<file path="src/rtl/uart_pkg.sv">
// uart_pkg: shared UART receiver state encoding and frame constants
package uart_pkg;
   localparam int UART_DATA_BITS = 8;
   typedef enum logic [2:0] {
      UART_RX_IDLE  = 3'd0,
      UART_RX_START = 3'd1,
      UART_RX_DATA  = 3'd2,
      UART_RX_STOP  = 3'd3,
      UART_RX_BREAK = 3'd4
   } uart_rx_state_e;
endpackage

</file>
<file path="src/rtl/uart_sync_2ff.sv">
// uart_sync_2ff: 1-bit two-flop synchroniser for asynchronous idle-high inputs
module uart_sync_2ff (
   input  logic clk,
   input  logic reset,
   input  logic d_i,
   output logic q_o
);
   logic s1_q, s2_q;
   always_ff @(posedge clk or posedge reset)
      if (reset) begin
         s1_q <= 1'b1;
         s2_q <= 1'b1;
      end else begin
         s1_q <= d_i;
         s2_q <= s1_q;
      end
   assign q_o = s2_q;
endmodule

</file>
<file path="src/rtl/uart_rx_controller.sv">
// uart_rx_controller: 8N1 UART receiver with majority-vote sampling and a held output byte
module uart_rx_controller
   import uart_pkg::*;
#(
   parameter int CLKS_PER_BIT = 16,
   parameter int CNT_W        = 10
) (
   input  logic                      clk,
   input  logic                      reset,
   input  logic                      i_Rx_Serial,
   input  logic                      i_Rx_Read,
   output logic [UART_DATA_BITS-1:0] o_Rx_Byte,
   output logic                      o_Rx_Valid,
   output logic                      o_Rx_Active,
   output logic                      o_Rx_Frame_Err,
   output logic                      o_Rx_Overrun
);
   localparam logic [CNT_W-1:0] HALF_TC = CNT_W'(CLKS_PER_BIT / 2 - 1);
   localparam logic [CNT_W-1:0] BIT_TC  = CNT_W'(CLKS_PER_BIT - 1);
   localparam logic [CNT_W-1:0] SMP0    = CNT_W'(CLKS_PER_BIT - 3);
   localparam logic [CNT_W-1:0] SMP1    = CNT_W'(CLKS_PER_BIT - 2);

   uart_rx_state_e              state_q;
   logic [CNT_W-1:0]            cnt_q, cnt_d;
   logic [2:0]                  bit_idx_q;
   logic [UART_DATA_BITS-1:0]   shift_q, byte_q;
   logic [1:0]                  smp_q;
   logic                        active_q, ferr_q, valid_q, ovr_q;
   logic                        rx_s, in_bit, bit_tc, maj, load;

   uart_sync_2ff u_sync (
      .clk   (clk),
      .reset (reset),
      .d_i   (i_Rx_Serial),
      .q_o   (rx_s)
   );

   assign in_bit = state_q == UART_RX_DATA || state_q == UART_RX_STOP;
   assign bit_tc = in_bit && cnt_q == BIT_TC;
   // third vote is the live line value on the terminal count cycle
   assign maj    = (smp_q[0] & smp_q[1]) | (smp_q[0] & rx_s) | (smp_q[1] & rx_s);
   assign load   = state_q == UART_RX_STOP && bit_tc && maj;

   always_comb
      cnt_d = state_q == UART_RX_START ? (cnt_q == HALF_TC ? '0 : cnt_q + 1'b1)
            : in_bit ? (bit_tc ? '0 : cnt_q + 1'b1) : '0;

   always_ff @(posedge clk or posedge reset)
      if (reset) begin
         state_q  <= UART_RX_IDLE;
         active_q <= 1'b0;
         ferr_q   <= 1'b0;
      end else begin
         ferr_q <= 1'b0;
         case (state_q)
            UART_RX_IDLE:
               if (!rx_s) begin
                  state_q  <= UART_RX_START;
                  active_q <= 1'b1;
               end
            UART_RX_START:
               if (cnt_q == HALF_TC) begin
                  state_q  <= rx_s ? UART_RX_IDLE : UART_RX_DATA;
                  active_q <= ~rx_s;
               end
            UART_RX_DATA:
               if (bit_tc && bit_idx_q == 3'd7) state_q <= UART_RX_STOP;
            UART_RX_STOP:
               if (bit_tc) begin
                  state_q  <= maj ? UART_RX_IDLE : UART_RX_BREAK;
                  active_q <= ~maj;
                  ferr_q   <= ~maj;
               end
            UART_RX_BREAK:
               if (rx_s) begin
                  state_q  <= UART_RX_IDLE;
                  active_q <= 1'b0;
               end
            default: begin
               state_q  <= UART_RX_IDLE;
               active_q <= 1'b0;
            end
         endcase
      end

   always_ff @(posedge clk or posedge reset)
      if (reset) begin
         cnt_q     <= '0;
         bit_idx_q <= '0;
         shift_q   <= '0;
         smp_q     <= '0;
      end else begin
         cnt_q <= cnt_d;
         if (in_bit && cnt_q == SMP0) smp_q[0] <= rx_s;
         if (in_bit && cnt_q == SMP1) smp_q[1] <= rx_s;
         if (state_q == UART_RX_DATA && bit_tc) begin
            shift_q[bit_idx_q] <= maj;
            bit_idx_q          <= bit_idx_q + 1'b1;
         end
      end

   always_ff @(posedge clk or posedge reset)
      if (reset) begin
         byte_q  <= '0;
         valid_q <= 1'b0;
         ovr_q   <= 1'b0;
      end else begin
         ovr_q <= load && valid_q && !i_Rx_Read;
         if (load && (!valid_q || i_Rx_Read)) begin
            byte_q  <= shift_q;
            valid_q <= 1'b1;
         end else if (valid_q && i_Rx_Read) valid_q <= 1'b0;
      end

   assign o_Rx_Byte      = byte_q;
   assign o_Rx_Valid     = valid_q;
   assign o_Rx_Active    = active_q;
   assign o_Rx_Frame_Err = ferr_q;
   assign o_Rx_Overrun   = ovr_q;
endmodule

</file>
<file path="config.mk">
export PLATFORM = sky130hd
export DESIGN_NAME = uart_rx_controller
export DESIGN_NICKNAME = d
export VERILOG_FILES = /design/src/rtl/uart_pkg.sv /design/src/rtl/uart_sync_2ff.sv /design/src/rtl/uart_rx_controller.sv
export SDC_FILE = /design/constraint.sdc
export NUM_CORES = 1
export LEC_CHECK = 0
export ABC_AREA = 1
export BUFFER_PORTS_ARGS = -buffer_cell sky130_fd_sc_hd__buf_2
export CELL_PAD_IN_SITES_DETAIL_PLACEMENT = 1
export CELL_PAD_IN_SITES_GLOBAL_PLACEMENT = 1
export CORE_MARGIN = 2
export CORE_UTILIZATION = 45
export CTS_CLUSTER_SIZE = 25
export DETAILED_ROUTE_END_ITERATION = 8
export HOLD_SLACK_MARGIN = 0.15
export PLACE_DENSITY_LB_ADDON = 0.1
export SLEW_MARGIN = 20
export SYNTH_ARGS = -nofsm -noshare
export SYNTH_HDL_FRONTEND = slang
export SYNTH_SLANG_ARGS = --single-unit
</file>
<file path="constraint.sdc">
create_clock -name clk -period 2.1 [get_ports clk]
set_clock_uncertainty 0.05 [all_clocks]
set_input_delay 0.42 -clock clk [delete_from_list [all_inputs] [get_ports clk]]
set_output_delay 0.42 -clock clk [all_outputs]
set_load 0.02 [all_outputs]
</file>
==> reports/metrics.cfg, run 1 <==
[yosys]
ys_ff_latch = 40
avgSynthCellArea_sq_um = 8.836
synth-main-ff-cell = dfrtp_1
synth_area_leaders = dfrtp_1, nand2_1, nor2_1, inv_1, o21a_1
post-synth-top-area-fraction_pct = 47.41
synth_warnings = 0
synthArstFlopShare_pct = 100.0
ys_seq_area_share_pct = 50.03
netlist_top_cells_count = nand2_1, dfrtp_1, nor2_1, inv_1
synth_edf_count = 0
synth_area_sq_um = 2006
yosysMostFrequentCell = nand2_1
yosysUniqueCellTypes = 30
synth_top_area_cell = dfrtp_1
syn_nets = 236
netlist_instances = 227

[global_routing]
met3_usage_pct = 3.846
antenna_found_initial = 0
first_global_vias = 1555
grt_max_degree = 41
grtUsageMet2_pct = 28.35
grt_pass1_wl_mm = 7.362
grt_overflow = 0
grt_usage_pct = 18.48
busiest_layer = met2
grtUsageMet1_pct = 26.55

[clock_tree]
cts-buffers-inserted = 5
hold_buffers = 0
clk_latency_ns = 0.29
cts.sinks = 40
clkTransAtPathRegs_ns = 0.08
cts_setup_buffers = 0
h-tree-depth = 2
cts_root_buffer = clkbuf_8
cts_tree = built
clock_path_buffers = 2
cts_resized = 0

[setup_path]
cp-end-kind = register
rr_worst_depth = 9
path_class = reg2reg
required_ns = 2.28
rr_endpoint = o_Rx_Byte[0]
r2r_start = cnt_q[0]
path_max_fanout = 11
r2r_setup_slack_ns = 0.29
startpoint = cnt_q[0]
critPathLaunchType = register
worstPathArrival_ns = 1.99
cp-endpoint = o_Rx_Byte[0]

[placement]
gp_congestion = 0.7899
post-place-cells = 294
place_hpwl_mm = 3.105
io_buffers = 15
dpl_worst_slack_ns = 0.3253
place_area_sq_um = 2145

[final_layout]
ff_latch_area_sq_um = 1003
areaGrowthSynthToFinish_pct = 12.29
final_util_pct = 52.08
n_antenna_cell = 0
instances_no_fill = 302
fin_area_sq_um = 2252
drive_above_1_share_pct = 18.80
nNetsFinal = 258
nFillCells = 532
multi_input_area_sq_um = 865.8

[floorplan]
dieHeight_microns = 70.76
ios = 16
rows = 24
core_sq_um = 4324
initial_core_util_pct = 46.38
die_w_microns = 70.76
dieArea_sq_um = 5007

[worst_hold_path]
hold_class = in2reg
min-delay-start = i_Rx_Serial

[timing]
slew_viol_final = 0
hold_viol = 0
setup-violations-final = 0
slew-limit-headroom_pct = 65.54
hold_slack_ns = 0.1760
fin_crit_ns = 1.807
max_slew.worst_pin.slew_ns = 0.5169
period_share_pct = 86.03
setup_tns_ns = 0
rsz0062_at_grt = no
layout_setup_ws_ns = 0.2935
max_freq_mhz = 553.5

[drt]
drt_first_pass_iters = 4
wl_per_cell_microns = 13.65
vias = 1509
ant_nets = 0
drt_iter0_markers = 34
viasPerCell = 4.997
routed_wl_mm = 4.123
drc = 0

[pwr]
p_total_mw = 1.975
peakVddDrop_v = 0.0004128
p_per_area_nw_per_um2 = 877.0
power_leakage_nw = 1.127

[flow_run]
maxCapViolations = 0

[run_status]
status = finished, final reports clean

[worst max-delay path, stage by stage (launching register included)]
cell	delay [ns]
dfrtp_1	0.46
ha_1	0.23
nand2_2	0.08
clkinv_2	0.08
nand2_4	0.08
nor2_8	0.19
nand3_4	0.17
nor2_4	0.24
nand2_1	0.09
nand2_1	0.07
[metal layers]
| metal | part of all wire (%) | vias up |
|---|---|---|
| li1 | - | 773 |
| met1 | 52 | 716 |
| met2 | 45 | 16 |
| met3 | 2.7 | 4 |
| met4 | 0.90 | 0 |
| met5 | 0 | - |
[cells in the final DEF (no fill, tap or decap)]
master      n
a21oi_1     5
nand4_1     4
nand2_4     2
nor2_8      1
o21bai_2    1
o21a_1      9
nor3_2      5
buf_4       2
ha_1        5
clkbuf_1    1
dfstp_2     2
bufinv_16   1
o211ai_1    2
nand3_4     3
nor4_1      1
nand2_1    49
inv_4       1
clkinv_2    2
nor2_4      1
nor2_2      4
xor2_1      2
nor3_1      5
inv_1      29
nand2_2     1
o21ai_0     5
o21ai_1     9
nor2_1     30
clkbuf_8    5
nor3b_1     1
nand3_1     8
buf_2      15
o21ai_2     1
dfrtp_1    38
[worst min path at each step]
stage,end,cells past startpoint
2_1_floorplan,u_sync.q_o,0
3_3_place_gp,u_sync.q_o,0
3_5_place_dp,u_sync.q_o,0
4_1_cts,u_sync.s1_q,1
5_1_grt,u_sync.s1_q,1
6_report,u_sync.s1_q,1
[power by group]
part | internal, mW | switching, mW
clock network | 0.353 | 0.269
registers | 0.832 | 0.0712
logic | 0.135 | 0.316
[state kept, by name, indices dropped and copies added, names as in the netlist]
signal / cells
shift_q: 8
o_Rx_Valid: 1
cnt_q: 10
state_q: 3
o_Rx_Frame_Err: 1
u_sync.q_o: 1
smp_q: 2
bit_idx_q: 3
o_Rx_Active: 1
o_Rx_Byte: 8
o_Rx_Overrun: 1
u_sync.s1_q: 1
[cell families (layout without fill, tap and decap cells)]
family	after synthesis	in the layout	share of synthesized area, %
DFF	40	40	50.03
AOI/OAI and AO/OA	32	32	9.856
and+or+nand+nor	115	115	29.32
buffers and inverters	33	56	6.799
xor gates and xnor gates	2	2	0.8735
adders and majority gates	5	5	3.119
[final cells by class]
cell class              count  area share, %
clock buffers               6          3.222
well taps                  52          2.889
inverters                  31          5.333
clock inverters             2          1.556
repair buffers             17          4.000
flip-flops and latches     40          44.56
multi-input cells         154          38.44
Note: power is estimated with default switching activity, not from simulation.
==> run 2: changes to the inputs <==
- BUFFER_PORTS_ARGS: -buffer_cell sky130_fd_sc_hd__buf_2 -> not set
- CTS_CLUSTER_SIZE: 25 -> 40
- DONT_BUFFER_PORTS: not set -> 1
==> run 2 against run 1 <==
Final cell count decreased by 4.6%. Critical path depth is the same. Power rose by 3.0%. Register-to-register slack got worse by 0.04 ns. Non-clock buffer count fell by 14. Cell area down 1.9%. Flip-flop and latch count stayed put. Hold slack gained 0.13 ns. Critical endpoint is now o_Rx_Byte[5]. First-iteration DRC count up 130%. Worst setup slack worse by 0.038 ns.
==> reports/metrics.cfg, run 2 (synthesized netlist as in run 1, its figures left out) <==
[timing]
rsz0062_at_grt = no
period_share_pct = 87.83
fin_crit_ns = 1.844
slew-limit-headroom_pct = 49.71
setup-violations-final = 0
hold_viol = 0
max_freq_mhz = 542.2
layout_setup_ws_ns = 0.2555
max_slew.worst_pin.slew_ns = 0.7516
hold_slack_ns = 0.3074
slew_viol_final = 0
setup_tns_ns = 0

[setup_path]
crit_top_cell = nand2_1
cp-end-kind = register
path_cells = ha_1, nand2_2, clkinv_2, nand2_4, nor2_8, nand3_4, nor2_4, nand2_1, nand2_1
critical_path.max_stage_delay_ns = 0.49
path_class = reg2reg
required_ns = 2.28
slowest_stage = dfrtp_1
critPathLaunchType = register
worstPathArrival_ns = 2.03
path_max_fanout = 11

[clock_tree]
cts_root_buffer = clkbuf_8
clk_latency_ns = 0.29
clkTransAtPathRegs_ns = 0.08
cts_resized = 0
clock_path_buffers = 2
cts.sinks = 40
cts-buffers-inserted = 5
h-tree-depth = 2
cts_tree = built

[final_layout]
drive_above_1_share_pct = 13.56
nNetsFinal = 244
areaGrowthSynthToFinish_pct = 10.11
final_common_cell = nand2_1
final_cell_mix = nand2_1, dfrtp_1, nor2_1
fin_area_sq_um = 2208
n_antenna_cell = 0
largest_reg_flops = 10
final_util_pct = 51.07
instances_no_fill = 288
regMostFlops = cnt_q

[global_routing]
first_global_vias = 1662
grt_pass1_wl_mm = 7.562
grt_max_degree = 41
antenna_found_initial = 0
grt_overflow = 0
grt_usage_pct = 19.18

[floorplan]
dieHeight_microns = 70.76
ios = 16
die_w_microns = 70.76
initial_core_util_pct = 46.38
rows = 24
dieArea_sq_um = 5007
core_sq_um = 4324

[drt]
wl_met2_mm = 2.099
drt_first_pass_iters = 4
drc = 0
wl_per_cell_microns = 14.65
dr.max_layer_used = met4
ant_nets = 0
routed_wl_mm = 4.219
viasPerCell = 5.281
wl_met3_microns = 118
drt_iter0_markers = 78
m1WireLength_mm = 1.931
vias = 1521

[pwr]
p_total_mw = 2.034
p_per_area_nw_per_um2 = 920.9
power_leakage_nw = 1.062
peakVddDrop_v = 0.0003154

[run_status]
status = finished, final reports clean

[placement]
gp_congestion = 0.8097
place_hpwl_mm = 3.224
dpl_worst_slack_ns = 0.2883
post-place-cells = 278
place_area_sq_um = 2062
io_buffers = 0

[flow_run]
maxCapViolations = 0

[worst_hold_path]
hold_class = reg2reg

run 2: what timing repair did:
item                                   4_1_cts  5_1_grt
endpoints found under the hold margin       39        0
buffers inserted                             0        0
hold buffers                                 2        0
run 2: final timing paths:
| path | start | to | slack (ns) | cells past startpoint |
|---|---|---|---|---|
| min | u_sync.s1_q | u_sync.q_o | 0.31 | 0 |
| max reg2reg | cnt_q[0] | o_Rx_Byte[5] | 0.26 | 9 |
| max in group asynchronous | reset | shift_q[5] | 0.99 | 3 |
| min reg2reg | u_sync.s1_q | u_sync.q_o | 0.31 | 0 |
| min in group asynchronous | reset | o_Rx_Overrun | 0.63 | 3 |
| max | cnt_q[0] | o_Rx_Byte[5] | 0.26 | 9 |
run 2: per-layer routing:
layer / GRT usage [%] / up-vias
met5: 0 / -
met4: 7.128 / 0
met3: 4.131 / 5
met2: 31.88 / 20
met1: 24.70 / 757
li1: - / 739
run 2: where the power goes:
| part | switching, mW | leakage (nW) | internal (mW) |
|---|---|---|---|
| sequential | 0.0865 | 0.545 | 0.832 |
| clock | 0.271 | 0.0645 | 0.419 |
| combinational | 0.296 | 0.453 | 0.129 |
| total | 0.653 | 1.06 | 1.38 |
run 2: area by class of cell:
cell class              count  area (sq um)
repair buffers              3         27.53
fillers                   514          2116
inverters                  31         120.1
clock buffers               7         96.34
well taps                  52         65.06
clock inverters             1         30.03
flip-flops and latches     40          1003
multi-input cells         154         865.8
run 2: critical path, delay by kind of cell, from the launching register on:
| kind | cells | cell delay (ns) |
|---|---|---|
| AND/OR/NAND/NOR | 7 | 0.93 |
| adder cells (fa/ha/maj) | 1 | 0.23 |
| buffers and inverters | 1 | 0.08 |
| flip-flops | 1 | 0.49 |
